<file path="src/rtl/osiris_pkg.sv">
// Shared Osiris I types: canonical EX->MEM payload layout and skid FSM states.
package osiris_pkg;

  localparam int DATA_WIDTH = 32;
  localparam int REG_WIDTH  = 5;
  localparam int RSRC_WIDTH = 2;

  // Canonical EX->MEM payload at the core's default widths.
  typedef struct packed {
    logic [DATA_WIDTH-1:0] alu_result;
    logic [DATA_WIDTH-1:0] write_data;
    logic [DATA_WIDTH-1:0] pc_plus4;
    logic [DATA_WIDTH-1:0] pc_target;
    logic [REG_WIDTH-1:0]  rd;
    logic                  reg_write;
    logic [RSRC_WIDTH-1:0] result_src;
    logic                  mem_write;
  } ex_mem_payload_t;

  // Occupancy of a 2-entry skid buffer: nothing, main only, main + skid.
  typedef enum logic [1:0] {
    EMPTY = 2'd0,
    ONE   = 2'd1,
    FULL  = 2'd2
  } skid_state_e;

endpackage

</file>
<file path="src/rtl/ex_mem_pipe_skid_reg.sv">
// skid_reg: payload-agnostic 2-entry skid buffer with flush.
// ready_o comes straight from the state register, so there is no
// combinational path from ready_i back to the producer.
module skid_reg
  import osiris_pkg::*;
#(
  parameter int WIDTH = 8
) (
  input  logic             clk,
  input  logic             rst,
  input  logic             valid_i,
  output logic             ready_o,
  input  logic [WIDTH-1:0] data_i,
  input  logic             flush_i,
  output logic             valid_o,
  input  logic             ready_i,
  output logic [WIDTH-1:0] data_o
);

  skid_state_e      state_q, state_d;
  logic [WIDTH-1:0] main_q, skid_q;
  logic             accept, drain;
  logic             load_main_in, load_main_skid, load_skid;

  assign ready_o = (state_q != FULL);
  assign valid_o = (state_q != EMPTY);
  assign data_o  = main_q;
  assign accept  = valid_i & ready_o;
  assign drain   = valid_o & ready_i;

  // Next-state and load enables; flush wins over any handshake.
  always_comb begin
    state_d        = state_q;
    load_main_in   = 1'b0;
    load_main_skid = 1'b0;
    load_skid      = 1'b0;
    if (flush_i) begin
      state_d = EMPTY;
    end else begin
      case (state_q)
        EMPTY: if (accept) begin
          state_d      = ONE;
          load_main_in = 1'b1;
        end
        ONE: begin
          if (accept && drain) begin
            load_main_in = 1'b1;
          end else if (accept) begin
            state_d   = FULL;
            load_skid = 1'b1;
          end else if (drain) begin
            state_d = EMPTY;
          end
        end
        FULL: if (drain) begin
          state_d        = ONE;
          load_main_skid = 1'b1;
        end
        default: state_d = EMPTY;
      endcase
    end
  end

  // State and payload registers; payload only moves on accept or skid->main.
  always_ff @(posedge clk) begin
    if (rst) begin
      state_q <= EMPTY;
      main_q  <= '0;
      skid_q  <= '0;
    end else begin
      state_q <= state_d;
      if (load_main_in)        main_q <= data_i;
      else if (load_main_skid) main_q <= skid_q;
      if (load_skid)           skid_q <= data_i;
    end
  end

endmodule

</file>
<file path="src/rtl/ex_mem_pipe.sv">
// ex_mem_pipe: elastic EX->MEM stage register for Osiris I.
// Packs the EX fields into one vector around skid_reg and squashes the
// write enables of bubbles. Optional perf counters: EX_MEM_PERF_CNT_EN.
module ex_mem_pipe
  import osiris_pkg::*;
#(
  parameter int DATA_WIDTH = 32,
  parameter int REG_WIDTH  = 5,
  parameter int RSRC_WIDTH = 2
) (
  input  logic                  clk,
  input  logic                  rst,
  input  logic                  i_valid_EX,
  output logic                  o_ready_EX,
  input  logic [DATA_WIDTH-1:0] i_alu_result_EX,
  input  logic [DATA_WIDTH-1:0] i_write_data_EX,
  input  logic [DATA_WIDTH-1:0] i_pc_plus4_EX,
  input  logic [DATA_WIDTH-1:0] i_pc_target_EX,
  input  logic [REG_WIDTH-1:0]  i_rd_EX,
  input  logic                  i_reg_write_EX,
  input  logic [RSRC_WIDTH-1:0] i_result_src_EX,
  input  logic                  i_mem_write_EX,
  input  logic                  i_flush,
  input  logic                  i_ready_M,
  output logic                  o_valid_M,
  output logic [DATA_WIDTH-1:0] o_alu_result_M,
  output logic [DATA_WIDTH-1:0] o_write_data_M,
  output logic [DATA_WIDTH-1:0] o_pc_plus4_M,
  output logic [DATA_WIDTH-1:0] o_pc_target_M,
  output logic [REG_WIDTH-1:0]  o_rd_M,
  output logic                  o_reg_write_M,
  output logic [RSRC_WIDTH-1:0] o_result_src_M,
  output logic                  o_mem_write_M
`ifdef EX_MEM_PERF_CNT_EN
  ,
  output logic [31:0]           o_stall_cnt,
  output logic [31:0]           o_flush_cnt
`endif
);

  // Same field order as ex_mem_payload_t, but sized by this instance's
  // parameters so non-default widths still work.
  typedef struct packed {
    logic [DATA_WIDTH-1:0] alu_result;
    logic [DATA_WIDTH-1:0] write_data;
    logic [DATA_WIDTH-1:0] pc_plus4;
    logic [DATA_WIDTH-1:0] pc_target;
    logic [REG_WIDTH-1:0]  rd;
    logic                  reg_write;
    logic [RSRC_WIDTH-1:0] result_src;
    logic                  mem_write;
  } payload_t;

  localparam int PW = $bits(payload_t);

  payload_t in_pl, out_pl;

  assign in_pl = '{alu_result: i_alu_result_EX, write_data: i_write_data_EX,
                   pc_plus4:   i_pc_plus4_EX,   pc_target:  i_pc_target_EX,
                   rd:         i_rd_EX,         reg_write:  i_reg_write_EX,
                   result_src: i_result_src_EX, mem_write:  i_mem_write_EX};

  skid_reg #(.WIDTH(PW)) u_skid (
    .clk     (clk),
    .rst     (rst),
    .valid_i (i_valid_EX),
    .ready_o (o_ready_EX),
    .data_i  (in_pl),
    .flush_i (i_flush),
    .valid_o (o_valid_M),
    .ready_i (i_ready_M),
    .data_o  (out_pl)
  );

  assign o_alu_result_M = out_pl.alu_result;
  assign o_write_data_M = out_pl.write_data;
  assign o_pc_plus4_M   = out_pl.pc_plus4;
  assign o_pc_target_M  = out_pl.pc_target;
  assign o_rd_M         = out_pl.rd;
  assign o_result_src_M = out_pl.result_src;
  // A bubble must never write the register file or memory.
  assign o_reg_write_M  = out_pl.reg_write & o_valid_M;
  assign o_mem_write_M  = out_pl.mem_write & o_valid_M;

`ifdef EX_MEM_PERF_CNT_EN
  logic [31:0] stall_cnt_q, stall_cnt_d, flush_cnt_q, flush_cnt_d;

  // Saturating event counters; a flush only counts if it kills something.
  always_comb begin
    stall_cnt_d = stall_cnt_q;
    flush_cnt_d = flush_cnt_q;
    if (o_valid_M && !i_ready_M && stall_cnt_q != '1) stall_cnt_d = stall_cnt_q + 32'd1;
    if (i_flush && o_valid_M && flush_cnt_q != '1)    flush_cnt_d = flush_cnt_q + 32'd1;
  end

  // Counter registers.
  always_ff @(posedge clk) begin
    if (rst) begin
      stall_cnt_q <= '0;
      flush_cnt_q <= '0;
    end else begin
      stall_cnt_q <= stall_cnt_d;
      flush_cnt_q <= flush_cnt_d;
    end
  end

  assign o_stall_cnt = stall_cnt_q;
  assign o_flush_cnt = flush_cnt_q;
`endif

endmodule

</file>
<file path="config.mk">
export PLATFORM = sky130hd
export DESIGN_NAME = ex_mem_pipe
export DESIGN_NICKNAME = d
export VERILOG_FILES = /design/src/rtl/osiris_pkg.sv /design/src/rtl/ex_mem_pipe_skid_reg.sv /design/src/rtl/ex_mem_pipe.sv
export SDC_FILE = /design/constraint.sdc
export NUM_CORES = 1
export LEC_CHECK = 0
export CORE_MARGIN = 2
export CORE_UTILIZATION = 45
export CTS_CLUSTER_DIAMETER = 150
export CTS_CLUSTER_SIZE = 8
export DETAILED_ROUTE_END_ITERATION = 8
export DONT_BUFFER_PORTS = 1
export PLACE_DENSITY = 0.62
export SYNTH_ARGS = -nofsm -noshare
export SYNTH_HDL_FRONTEND = slang
export SYNTH_SLANG_ARGS = --single-unit
export TNS_END_PERCENT = 100
</file>
<file path="constraint.sdc">
create_clock -name clk -period 2.3 [get_ports clk]
set_clock_uncertainty 0.15 [all_clocks]
set_input_delay 0.575 -clock clk [delete_from_list [all_inputs] [get_ports clk]]
set_output_delay 0.575 -clock clk [all_outputs]
set_load 0.02 [all_outputs]
</file>
Yosys cells after proc, flatten, opt, wreduce, memory -nomap -nowiden
Index checks and enable logic that the tools add are counted.

storage, ports and cells
  register bits = 276

operators by class
  muxes and demuxes = 18
  equality and inequality tests = 7
  reductions and logical operators = 6
  bitwise operators = 4

operators by type and width
  kind                                                             number
  137-bit two-way mux                                              2
  2-bit two-way mux                                                5
  1-bit two-way mux                                                9
  2-bit case mux with 3 select lines                               1
  1-bit bitwise AND                                                4
  2-bit by 1-bit != test with 1-bit output, second input constant  2
  2-bit != test, second input constant                             2
  4-bit AND reduction                                              1
  2-bit nonzero test                                               2
  3-bit by 1-bit != test with 1-bit output, second input constant  1
  2-bit by 1-bit == test with 1-bit output, second input constant  1
  2-bit == test, second input constant                             1
  2-bit zero test                                                  1
  1-bit case mux with 2 select lines                               1
  2-bit OR reduction                                               1
  1-bit logical AND                                                1

Depth between registers and ports, before layout
  depth in word-level cells = 7
  mapped depth = 7

Cells and area by module
From an unflattened synthesis, not the netlist that was laid out.

unflattened totals
  cell total of the unflattened synthesis = 1424
  area, all modules = 12002.8 um2

by module, submodules not included
  module       cells an instance  times used  area an instance (um2)
  skid_reg     1422               1           11990.2
  ex_mem_pipe  2                  1           12.5

Worst setup path after synthesis
OpenSTA, ideal clock, no wires.

  path type = input to register
  start = input i_flush
  end = register u_skid.main_q[44], in the netlist u_skid.data_o[44]
  path slack = 513 ps
  required time = 2017 ps
  arrival = 1504 ps
  library setup time = 133 ps
  buffers on the path = 3
  cell stages on the path = 6
  cells stage by stage = or3b_1 buf_2 buf_6 buf_6 nor3_1 a311oi_1

on the way
  cells in the longest elaborated chain, start to end = 2

ends and longest elaborated chain
  item                                                              RTL line                    RTL
  start, declared                                                   ex_mem_pipe.sv:23           input logic i_flush,
  1-bit two-way mux                                                 ex_mem_pipe_skid_reg.sv:37  if (flush_i) begin
  137-bit two-way mux / 2-bit nonzero test (equally long branches)  n/a
  end signal, assigned                                              ex_mem_pipe_skid_reg.sv:72  if (load_main_in) main_q <= data_i;
  end signal, assigned                                              ex_mem_pipe_skid_reg.sv:73  else if (load_main_skid) main_q <= skid_q;
  end, declared                                                     ex_mem_pipe_skid_reg.sv:21  logic [WIDTH-1:0] main_q, skid_q;

Several ways; a longest one is shown, not always the timed one.
A chain may end at the register's enable or synchronous reset.

Worst setup path in the final report
  start = register u_skid.state_q[1]
  end = output o_mem_write_M

on the way
  cells in the longest elaborated chain, start to end = 2

ends and longest elaborated chain
  item                    RTL line                    RTL
  start, declared         ex_mem_pipe_skid_reg.sv:20  skid_state_e state_q, state_d;
  start signal, assigned  ex_mem_pipe_skid_reg.sv:71  state_q <= state_d;
  2-bit nonzero test      ex_mem_pipe_skid_reg.sv:26  assign valid_o = (state_q != EMPTY);
  via o_valid_M           ex_mem_pipe.sv:25           output logic o_valid_M,
  1-bit bitwise AND       ex_mem_pipe.sv:83           assign o_mem_write_M = out_pl.mem_write & o_valid_M;
  end, declared           ex_mem_pipe.sv:33           output logic o_mem_write_M

The timed path passes the listed nets, and every way through them passes these cells.

==> results.txt <==
Hold Path Cell Cnt: 2
Port Buffers: 0
Top post-synthesis cells by area: dfxtp_1 43%, a311oi_1 9.2%, buf_4 8.8%
Relative slew slack: 51.1%
Synth cell count leaders: 276 x dfxtp_1, 276 x nand2_1, 153 x buf_4
Total chip power: 11.2 mW
IO Pins: 281
DIE AREA: 30200 µm²
CP arrival: 1.51 ns
Cells after synthesis: 1559
CP bufs+invs: 0
FMAX: 447 MHz
Clock latency on the worst-skew pair: 0.51 ns
Status: finished, final reports clean
Mapped Nets: 1701
Nets: 1478
Synth warnings: 0
Share of cells above drive strength 1: 11.4%
R2r setup slk: 0.41 ns
Vias in the first global route: 10063
Post-route DRC violation count: 0
HP Class: in2reg
Sum of negative setup slack: 0 ns
Drt total wl: 34200 µm
Worst-path clk slew: 0.06 ns
Initial antenna violation count: 0
Crit path max fanout: 9
Worst-Margin Slew: 0.734 ns
N_diodes: 0
Via-per-instance ratio: 6.02
Drt pass-1 iters: 5
DR iter-0 viols: 785
RSZ-0062 raised after global routing: false
Global-route wire length before repair: 55200 µm
Worst Setup Start Kind: register
FF-to-FF path depth: 3
DP Area: 12000 µm²
Via count: 10357
Synth Area in Adders: 0%
Worst hold endpoint: u_skid.skid_q[128]
Max-cap violations: 0
H-tree levels: 2
Final instance area: 13100 µm²
Maximum vdd drop: 0.000699 V
Rows: 62
Initial Utilization: 45.5%
Area share of the leading cell type in the synthesized netlist: 42.6%
Dominant cell type by area after synthesis: dfxtp_1
Final Cycle Share: 97.2%
Clock net sink count: 276
Slew Limit Fails: 0
Die Ht: 174 µm
Final Hold Viols: 0
Register area share after synthesis: 42.6%
Delay-heaviest family, CP: simple AND/OR/NAND/NOR gates
TritonCTS clock tree: built
Static leakage: 4.09 nW
Bufs on Longest Clock Path: 3
Final setup fails: 0
Overall routing resource usage: 21.9%
HPWL after DPL: 19100 µm
Clock Tree Root: clkbuf_16
Slowest stage delay, CP: 0.46 ns
Ys async rst share: 0%
Hold Path Origin: i_alu_result_EX[23]
Core ar.: 28500 µm²
Gpl congestion: 0.763
Synth Register Bits: 276
Simple-gate portion of the synthesized area: 21.8%
Fill cell count: 2813
Largest family of logic cells by synthesized area: simple AND/OR/NAND/NOR gates
Detail Route Antenna Nets: 0
Post-synthesis compound-gate area fraction: 20.0%
Critical Path, Cell by Cell: or2_4 -> and2_1
Prevailing post-synth register cell: dfxtp_1
Post-synth EDFFs: 0
Synth Area in XOR/XNOR: 0%
Worst setup path category: reg2out
Reg-to-reg endpoint: u_skid.state_q[1]
TritonCTS Buffers: 40
Layout area overhead: 1.12%
Period minus WS final: 2.24 ns
Largest net degree at the start of global routing: 210
Die Wd: 174 µm
Syn Area/Cell: 8.33 µm²
Layout Utilization: 46.0%
Grt total ovfl: 0
DR WL/cell: 19.9 µm
FF-to-FF Start: u_skid.state_q[1]
Post-synthesis mux area share: 0.0771%
CP required: 1.57 ns
Synth Cell Area: 13000 µm²
Power per cell area: 854 nW/µm²
Crit-path slowest cell: dfxtp_2
Worst Setup End Kind: output port
Netlist cell types: 28
cells by family after synthesis:
family / after synthesis
compound gates: 414
simple gates: 564
mux: 1
flops: 276
buf+inv: 304
worst max-delay path by stage:
stage                       from  depth (start not counted)  slack [ns]                end
6_report       u_skid.state_q[1]                          2        0.06      o_mem_write_M
3_3_place_gp             i_flush                          5        0.32  u_skid.data_o[88]
5_1_grt        u_skid.state_q[1]                          2        0.02      o_mem_write_M
4_1_cts        u_skid.state_q[1]                          2        0.04      o_mem_write_M
3_5_place_dp   u_skid.state_q[0]                          5        0.30  u_skid.data_o[90]
2_1_floorplan            i_flush                          6        0.51  u_skid.data_o[44]
per-layer routing:
layer	share of wire [%]	routed length, µm	vias up	global-route usage (%)
li1	-	-	4943	-
met1	43	14800	4987	29.2
met2	46	15600	377	34.0
met3	8.7	2960	50	6.58
met4	2.5	844	0	7.07
met5	0	0	-	0
cell usage in the layout, fill, tap and decap left out:
master and instances:
nand3_1 137, bufinv_16 1, nor2b_4 1, nand3b_1 1
a21oi_1 138, nor3b_4 1, and2_2 1, a311oi_1 137
nor3_1 75, nor2_1 2, dfxtp_2 2, o21ai_1 130
o21a_1 1, buf_4 14, nand2_1 275, a2111oi_0 1
o21ai_0 7, buf_16 1, nand2b_1 1, nand2_4 1
dfxtp_1 274, mux2i_1 1, and4bb_4 1, or3b_2 1
nor3_2 62, nand4bb_4 1, and2_1 1, or3b_4 1
nand2b_4 1, buf_12 21, clkbuf_16 41, dlygate4sd3_1 3
or2_4 1
state kept, by name, summed over array words and instances (netlist names):
| register | flops |
|---|---|
| u_skid.skid_q | 137 |
| u_skid.state_q | 2 |
| u_skid.data_o | 137 |
per-stage QoR:
step           hold WS [ns]  std cells  worst slack [ns]
6_report             0.0580       1720            0.0637
5_1_grt              0.0418       1720            0.0168
4_1_cts             0.00241       1719            0.0412
3_5_place_dp          0.313       1674             0.296
3_3_place_gp          0.302       1674             0.324
2_1_floorplan         0.304       1559             0.513
where the power goes:
group          switching, mW  leakage, nW  total, mW  internal [mW]
Sequential             0.351         2.25       5.34           4.99
Combinational          0.428         1.32      0.678          0.250
Clock                   1.98        0.519       5.19           3.22
layout make-up:
cell class / count / area, µm² / share of cell area [%]
clock buffer: 41 / 1030 / 7.81
multi-input combinational: 979 / 5480 / 41.8
tap: 384 / 480 / 3.66
sequential: 276 / 5530 / 42.1
clock inverter: 1 / 30.0 / 0.229
timing repair buffer: 39 / 583 / 4.44
what timing repair did:
item	in CTS	in global routing
setup buffers	0	0
hold buffers	3	1
endpoints found under the hold margin	69	5
resized for setup	4	0
setup endpoints to repair	2	0
(Power assumes the default switching activity.)
